$ cat config.mk
export PLATFORM = sky130hd
export DESIGN_NAME = axis_snapshot_buffer
export DESIGN_NICKNAME = d
export VERILOG_FILES = /design/src/rtl/axis_snapshot_pkg.sv /design/src/rtl/axis_snapshot_ram.sv /design/src/rtl/axis_snapshot_buffer.sv
export SDC_FILE = /design/constraint.sdc
export NUM_CORES = 1
export LEC_CHECK = 0
export ABC_AREA = 1
export BUFFER_PORTS_ARGS = -buffer_cell sky130_fd_sc_hd__buf_2
export CAP_MARGIN = 20
export CORE_UTILIZATION = 55
export CTS_CLUSTER_SIZE = 40
export DETAILED_ROUTE_END_ITERATION = 10
export MAX_ROUTING_LAYER = met4
export PLACE_DENSITY = 0.74
export SYNTH_ARGS = -nofsm -noshare
export SYNTH_HDL_FRONTEND = slang
export SYNTH_HIERARCHICAL = 1
export SYNTH_SLANG_ARGS = --single-unit
$ cat constraint.sdc
create_clock -name aclk -period 3.05 [get_ports aclk]
set_input_delay 0.61 -clock aclk [delete_from_list [all_inputs] [get_ports aclk]]
set_output_delay 0.61 -clock aclk [all_outputs]
set_load 0.03 [all_outputs]
$ cat src/rtl/axis_snapshot_pkg.sv
// Shared types and helpers for the AXI4-Stream snapshot buffer.
// Optional decimation is enabled by defining AXIS_SNAPSHOT_DECIM_EN.
package axis_snapshot_pkg;

    typedef enum logic [1:0] {
        IDLE    = 2'd0,
        CAPTURE = 2'd1,
        DONE    = 2'd2
    } snap_state_t;

    localparam int DECIM_W = 16;

    // Address width for a storage of `depth` entries; never below one bit.
    function automatic int addr_width(input int depth);
        return (depth > 1) ? $clog2(depth) : 1;
    endfunction

endpackage

$ cat src/rtl/axis_snapshot_ram.sv
// Sample storage: one synchronous write port, one registered read port.
// The read register returns the old word on a same-address write (read-before-write).
module axis_snapshot_ram #(
    parameter int WIDTH = 32,
    parameter int DEPTH = 16,
    parameter int AW    = 4
) (
    input  logic             aclk,
    input  logic             aresetn,
    input  logic             we,
    input  logic [AW-1:0]    wr_addr,
    input  logic [WIDTH-1:0] wr_data,
    input  logic [AW-1:0]    rd_addr,
    output logic [WIDTH-1:0] rd_data
);

    logic [WIDTH-1:0] mem [DEPTH];

    // NOTE: the array has no reset so it can map onto RAM primitives; contents survive aresetn.
    always_ff @(posedge aclk) begin
        if (we) begin
            mem[wr_addr] <= wr_data;
        end
    end

    always_ff @(posedge aclk or negedge aresetn) begin
        if (!aresetn) begin
            rd_data <= '0;
        end else begin
            rd_data <= mem[rd_addr];
        end
    end

endmodule

$ cat src/rtl/axis_snapshot_buffer.sv
// Multi-sample AXI4-Stream capture buffer with one-shot and rolling modes.
// Define AXIS_SNAPSHOT_DECIM_EN to add the cfg_decim input (capture every N+1-th beat).
module axis_snapshot_buffer
    import axis_snapshot_pkg::*;
#(
    parameter int AXIS_TDATA_WIDTH = 32,
    parameter int DEPTH            = 16,
    parameter     ALWAYS_READY     = "TRUE"
) (
    input  logic                             aclk,
    input  logic                             aresetn,
    input  logic [AXIS_TDATA_WIDTH-1:0]      s_axis_tdata,
    input  logic                             s_axis_tvalid,
    output logic                             s_axis_tready,
    input  logic                             m_axis_tready,
    input  logic                             cfg_rolling,
`ifdef AXIS_SNAPSHOT_DECIM_EN
    input  logic [DECIM_W-1:0]               cfg_decim,
`endif
    input  logic                             arm,
    input  logic                             stop,
    input  logic [addr_width(DEPTH)-1:0]     rd_addr,
    output logic [AXIS_TDATA_WIDTH-1:0]      rd_data,
    output logic [AXIS_TDATA_WIDTH-1:0]      data,
    output logic [addr_width(DEPTH):0]       count,
    output logic                             busy,
    output logic                             done
);

    localparam int            AW         = addr_width(DEPTH);
    localparam bit            READY_TIED = (ALWAYS_READY == "TRUE");
    localparam logic [AW:0]   DEPTH_CNT  = (AW+1)'(DEPTH);
    localparam logic [AW:0]   CNT_ONE    = (AW+1)'(1);
    localparam logic [AW-1:0] PTR_ONE    = AW'(1);
    localparam logic [AW-1:0] PTR_MAX    = AW'(DEPTH - 1);

    snap_state_t     state, state_next;
    logic [AW-1:0]   wr_ptr;
    logic            wrapped;
    logic            rolling;
    logic            beat;
    logic            take;
    logic            capture_en;
    logic [AW-1:0]   base;
    logic [AW-1:0]   ram_rd_addr;

    assign s_axis_tready = READY_TIED ? 1'b1 : m_axis_tready;
    assign beat          = s_axis_tvalid & s_axis_tready;

`ifdef AXIS_SNAPSHOT_DECIM_EN
    logic [DECIM_W-1:0] decim_cfg;
    logic [DECIM_W-1:0] decim_cnt;

    assign take = (decim_cnt == '0);

    always_ff @(posedge aclk or negedge aresetn) begin
        if (!aresetn) begin
            decim_cfg <= '0;
            decim_cnt <= '0;
        end else if (arm) begin
            decim_cfg <= cfg_decim;
            decim_cnt <= '0;
        end else if (state == CAPTURE && beat) begin
            decim_cnt <= (decim_cnt == decim_cfg) ? '0 : decim_cnt + DECIM_W'(1);
        end
    end
`else
    assign take = 1'b1;
`endif

    // arm has priority: a beat in the arm cycle belongs to neither the old nor the new capture
    assign capture_en = (state == CAPTURE) & beat & take & ~arm;

    // NOTE: sequential state uses non-blocking assignments so every register samples pre-edge values.
    always_ff @(posedge aclk or negedge aresetn) begin
        if (!aresetn) begin
            state <= IDLE;
        end else begin
            state <= state_next;
        end
    end

    // NOTE: state_next gets its default first, so no path through the block leaves it unassigned (no latch).
    always_comb begin
        state_next = state;
        if (arm) begin
            state_next = CAPTURE;
        end else if (state == CAPTURE) begin
            if (capture_en && !rolling && (count == DEPTH_CNT - CNT_ONE)) begin
                state_next = DONE;
            end else if (stop && rolling) begin
                state_next = DONE;
            end
        end
    end

    always_ff @(posedge aclk or negedge aresetn) begin
        if (!aresetn) begin
            wr_ptr  <= '0;
            count   <= '0;
            wrapped <= 1'b0;
            rolling <= 1'b0;
            data    <= '0;
        end else if (arm) begin
            wr_ptr  <= '0;
            count   <= '0;
            wrapped <= 1'b0;
            rolling <= cfg_rolling;
        end else if (capture_en) begin
            wr_ptr <= wr_ptr + PTR_ONE;
            data   <= s_axis_tdata;
            if (wr_ptr == PTR_MAX) begin
                wrapped <= 1'b1;
            end
            if (count != DEPTH_CNT) begin
                count <= count + CNT_ONE;
            end
        end
    end

    // Once wrapped, the oldest sample sits at the next write position.
    assign base        = wrapped ? wr_ptr : '0;
    assign ram_rd_addr = base + rd_addr;

    axis_snapshot_ram #(
        .WIDTH (AXIS_TDATA_WIDTH),
        .DEPTH (DEPTH),
        .AW    (AW)
    ) u_ram (
        .aclk    (aclk),
        .aresetn (aresetn),
        .we      (capture_en),
        .wr_addr (wr_ptr),
        .wr_data (s_axis_tdata),
        .rd_addr (ram_rd_addr),
        .rd_data (rd_data)
    );

    assign busy = (state == CAPTURE);
    assign done = (state == DONE);

endmodule

Word level (Yosys, flattened, before mapping)
Memories as Yosys holds them, arrays and structs flattened. A register that Yosys moved wholly into a read port is not among the register bits. Index checks and enable logic that the tools add are counted.

Input bits: 43. Flip-flop bits (word level): 45. Memories: 1. Output and inout bits: 72. Logic and storage cells: 47. Memory bits (writable): 512.

Add/sub/neg operators: 3. Reduce and logical (&&, ||, !) cells: 14. Multiplexer cells: 15. Bitwise operators: 3. Equality and inequality tests: 5.

Memories: u_ram.mem (depth 16, bits a word 32, read ports 1, clocked after Yosys merged registers in 1, wr ports 1, RTL line axis_snapshot_ram.sv:17) `logic [WIDTH-1:0] mem [DEPTH];`.

Operators with widths (number): 5-bit 2-to-1 mux (3); 4-bit 2-to-1 mux (3); 2-bit 2-to-1 mux (4); 2-bit AND reduction (4); 2-bit nonzero test (4); 5-bit by 1-bit adder with 5-bit output (second input constant) (1); 5-bit by 4-bit equality test with 1-bit output (second input constant) (1); 1-bit 2-to-1 mux (5); 5-bit != test (second input constant) (1); 4-bit by 1-bit adder with 4-bit output (second input constant) (1); 4-bit adder (1); 4-bit equality test (second input constant) (1); 1-bit logical AND (3); 3-bit nonzero test (1); 1-bit bitwise AND (2); 2-bit by 1-bit equality test with 1-bit output (second input constant) (1); 2-bit equality test (second input constant) (1); 1-bit logical NOT (2); 1-bit NOT (1).

Logic depth before layout (Yosys ltp)
Word-level depth: 8. Depth in mapped cells: 13. Mapped depth without buffers: 11.

Cells and area by module
Netlist, hierarchy kept.

Modules (own cells, without submodules): axis_snapshot_ram (area each 22899.5 um^2, cells each 2122, instances 1, seq. area each 16175.5 um^2); axis_snapshot_buffer (area each 2064.5 um^2, cells each 246, instances 1, seq. area each 1126.1 um^2).

Worst setup path before layout
No wires, ideal clock.

Path type: input to register. Start point: input port s_axis_tvalid. End point: memory u_ram.mem[12][0], enable pin. Setup time: 0.421 ns. Data required time: 2.629 ns. Slack: 0.056 ns. Arrival: 2.573 ns. Buffers on the path: 1. Stages: 5. Cell sequence: nand3_4 nor2_4 buf_2 nand3_1 nor2_1.

Longest elaborated chain between the ends: 4.

Ends and longest elaborated chain: start: declaration (RTL line axis_snapshot_buffer.sv:13) `input logic s_axis_tvalid,`; 1-bit bitwise AND (2 in a row) (RTL line axis_snapshot_buffer.sv:72) `assign capture_en = (state == CAPTURE) & beat & take & ~arm;`; net capture_en (RTL line axis_snapshot_buffer.sv:43) `logic capture_en;`; 1-bit 2-to-1 mux (RTL line axis_snapshot_ram.sv:21) `if (we) begin`; 1-bit 2-to-1 mux (not written as such) (RTL line axis_snapshot_ram.sv:22) `mem[wr_addr] <= wr_data;`; end: declaration (RTL line axis_snapshot_ram.sv:17).

The timed path passes the listed nets, and every way through them passes these cells.

Final worst setup path
Start point: register wr_ptr[2]. End point: register u_ram.rd_data[12], read port of u_ram.mem.

Longest elaborated chain between the ends: 2.

Ends and longest elaborated chain: start: declaration (RTL line axis_snapshot_buffer.sv:38) `logic [AW-1:0] wr_ptr;`; start signal: assignment (RTL line axis_snapshot_buffer.sv:110) `wr_ptr <= wr_ptr + PTR_ONE;`; 4-bit 2-to-1 mux (RTL line axis_snapshot_buffer.sv:122) `assign base = wrapped ? wr_ptr : '0;`; 4-bit adder (RTL line axis_snapshot_buffer.sv:123) `assign ram_rd_addr = base + rd_addr;`; net ram_rd_addr[3] (RTL line axis_snapshot_buffer.sv:45) `logic [AW-1:0] ram_rd_addr;`; end: declaration (RTL line axis_snapshot_ram.sv:14) `output logic [WIDTH-1:0] rd_data`.

The timed path passes the listed nets, and every way through them passes these cells. A chain may end at the register's enable or synchronous reset.

==> results.yml <==
worst_setup_path:
  crit_fanout: 32
  rr_worst_depth: 11
  r2r-start: "wr_ptr[2]"
  crit_arrival_ns: 3.04
  crit_required_ns: 3.59
  worst_setup_path_start_kind: "flop"
  critPathKind: "reg -> reg"
  r2r_slack_ns: 0.54
  rr_endpoint: "u_ram/rd_data[12]"
  crit_path_end_kind: "flop"
synthesis:
  syn_inst: 2368
  synth_fp_nets: 2419
  yosysWarnings: 6
  synth.ff_latch_count: 589
  yosysSeqAreaShare: 0.693
  syn_area_sq_mm: 0.0250
  yosys.cell_types.count: 29
  syn_avg_cell_area_sq_um: 10.5
job:
  maxCapViolations: 0
final_layout:
  syn2layout_area_growth_pct: 13.0
  n_antenna_cell: 0
  nets: 2524
  drive_gt1_frac: 0.109
  final_cells: 3114
  fillers: 3402
timing:
  min_period_ns: 2.51
  worst_pin_slew_ns: 0.863
  rsz0062_at_grt: "no"
  max_freq_ghz: 0.399
  slew_headroom: 0.424
  final-setup-viol-count: 0
  fin_skew_ns: 0.0175
  finalHoldViolations: 0
  fin_crit_sh: 0.821
  hold_ws_ns: 0.0000517
  finalMaxSlewViolations: 0
  fin_tns_setup_ns: 0
clock_tree:
  postCtsHoldBufs: 0
  cts_root_buffer: "clkbuf_16"
  cts_setup_buffers: 0
  clock_path_buffers: 3
  clk_pin_slew_ns: 0.06
  cts_resized: 0
  cts_tree: "built"
  cts.sinks: 589
  htreeDepth: 2
  insertion_delay_ns: 0.62
  numCtsBuffers: 58
pwr:
  leakagePower_nw: 12.4
  power_per_cell_area_mw_per_mm2: 632
  fin_total_pwr_mw: 17.8
  peakVddDrop_mv: 0.508
floorplan:
  dieHeight_um: 215
  rows: 77
  initial_core_util: 0.561
  core_sq_mm: 0.0445
  dieArea_sq_mm: 0.0462
  die_w_um: 215
  ios: 115
status:
  status: "completed"
placed_design:
  dp_cells: 3005
  hpwl_um: 30800
  port_buffers: 112
  gp_congestion: 0.788
grt:
  grt_usage: 0.264
  first_global_vias: 16500
  grt_pass1_wl_um: 89900
  grt_max_degree: 151
  antenna_found_initial: 0
  gr-total-overflow: 0
hold_path:
  min_path_type: "in -> async"
drt:
  dr_total_vias: 16500
  wl_per_cell_um: 18.8
  drt-initial-drc-count: 1584
  via_per_inst: 5.31
  dr.pass1.iters: 5
  postRouteAntennaNets: 0
  drc: 0
  routed_wl_um: 58500
==> flip-flops by register name, indices dropped and copies added (netlist names) <==
name	count
data	32
u_ram/rd_data	32
u_ram/mem	512
rolling	1
wr_ptr	4
count	5
wrapped	1
state	2
==> stage by stage <==
stage | setup WS [ns] | utilization | cell area, sq um
2_1_floorplan | 0.0559 | - | 25000
3_3_place_gp | 0.482 | 0.591 | 26300
3_5_place_dp | 0.456 | 0.591 | 26300
4_1_cts | 0.563 | 0.634 | 28200
5_1_grt | 0.405 | 0.634 | 28200
6_report | 0.545 | 0.634 | 28200
==> layout make-up <==
cell class | instances | area, sq um | share of cell area
tap | 592 | 741 | 0.0263
inverter | 410 | 1550 | 0.0549
clock buffer | 78 | 1590 | 0.0562
sequential | 589 | 17300 | 0.613
clock inverter | 31 | 300 | 0.0106
timing repair buffer | 158 | 1220 | 0.0433
multi-input combinational | 1256 | 5510 | 0.195
==> synth_stat cells <==
master / count / share of area
o21ai_0: 3 / 0.00060
buf_6: 32 / 0.014
buf_1: 9 / 0.0014
edfxtp_1: 512 / 0.62
inv_2: 2 / 0.00030
nand3b_1: 1 / 0.00030
nand3_1: 397 / 0.080
dfrtp_1: 77 / 0.077
nand4_1: 1 / 0.00025
nor3b_1: 1 / 0.00030
fa_1: 1 / 0.00080
nand3_4: 1 / 0.00070
o21a_1: 1 / 0.00030
xor2_1: 2 / 0.00070
clkinv_1: 1 / 0.00015
buf_2: 51 / 0.010
ha_1: 7 / 0.0035
conb_1: 1 / 0.00015
buf_4: 7 / 0.0021
nor3_1: 1 / 0.00020
nor2_4: 1 / 0.00045
inv_1: 406 / 0.061
nor2_1: 32 / 0.0048
inv_4: 1 / 0.00025
clkbuf_1: 13 / 0.0020
a21oi_1: 1 / 0.00020
buf_12: 1 / 0.00080
xnor2_1: 2 / 0.00070
nand2_1: 803 / 0.12
==> worst max-delay path, stage by stage, from the launching register on <==
cell and delay [ns]:
dfrtp_1 0.47, nand2_1 0.10, inv_1 0.04, ha_1 0.33, nand2_1 0.09, nand2_1 0.05
nor2_1 0.30, xor2_4 0.13, inv_1 0.08, buf_4 0.49, nand3_1 0.20, nand2_1 0.14
==> worst max path at each step <==
stage,start,cells past startpoint,slack (ns),end
after global routing,wr_ptr[0],12,0.41,u_ram/rd_data[31]
after CTS,wr_ptr[0],11,0.56,u_ram/rd_data[4]
after global placement,rd_addr[2],10,0.48,u_ram/rd_data[12]
final,wr_ptr[2],11,0.54,u_ram/rd_data[12]
after floorplan,s_axis_tvalid,5,0.06,u_ram/mem[12][0]
after detailed placement,rd_addr[2],10,0.46,u_ram/rd_data[12]
==> layout by cell type (no fill, tap or decap), types with 2 or more instances in the layout <==
master        n
bufinv_16     5
clkinvlp_4    3
inv_2         2
nand2_1     803
nand3_1     397
buf_2       111
nor2_4       17
clkinv_2     15
inv_6         3
inv_4         2
clkbuf_16    58
o21ai_0       3
clkinv_1      6
buf_12       25
buf_4        22
dfrtp_1      77
nor2_1       16
clkbuf_1     14
clkbuf_8      6
inv_1       404
ha_1          6
edfxtp_1    512
==> layer usage <==
metal,GRT usage,part of all wire,vias up
met5,-,0,-
met4,0.108,0.036,0
met2,0.429,0.49,682
met3,0.0351,0.075,169
met1,0.337,0.40,7869
li1,-,-,7811
==> kinds of logic after synthesis <==
family / share of synthesized area
and+or+nand+nor: 0.207
DFF: 0.693
buffers and inverters: 0.0926
adders and majority gates: 0.00431
AOI/OAI and AO/OA: 0.00110
xor gates and xnor gates: 0.00140
other: 0.000150
==> power breakdown <==
group          switching (mW)  internal (mW)  total (mW)
logic                    1.20          0.422        1.62
registers               0.119           9.03        9.14
clock network            2.98           4.07        7.05
No activity file was read; power rests on OpenSTA's default activity.
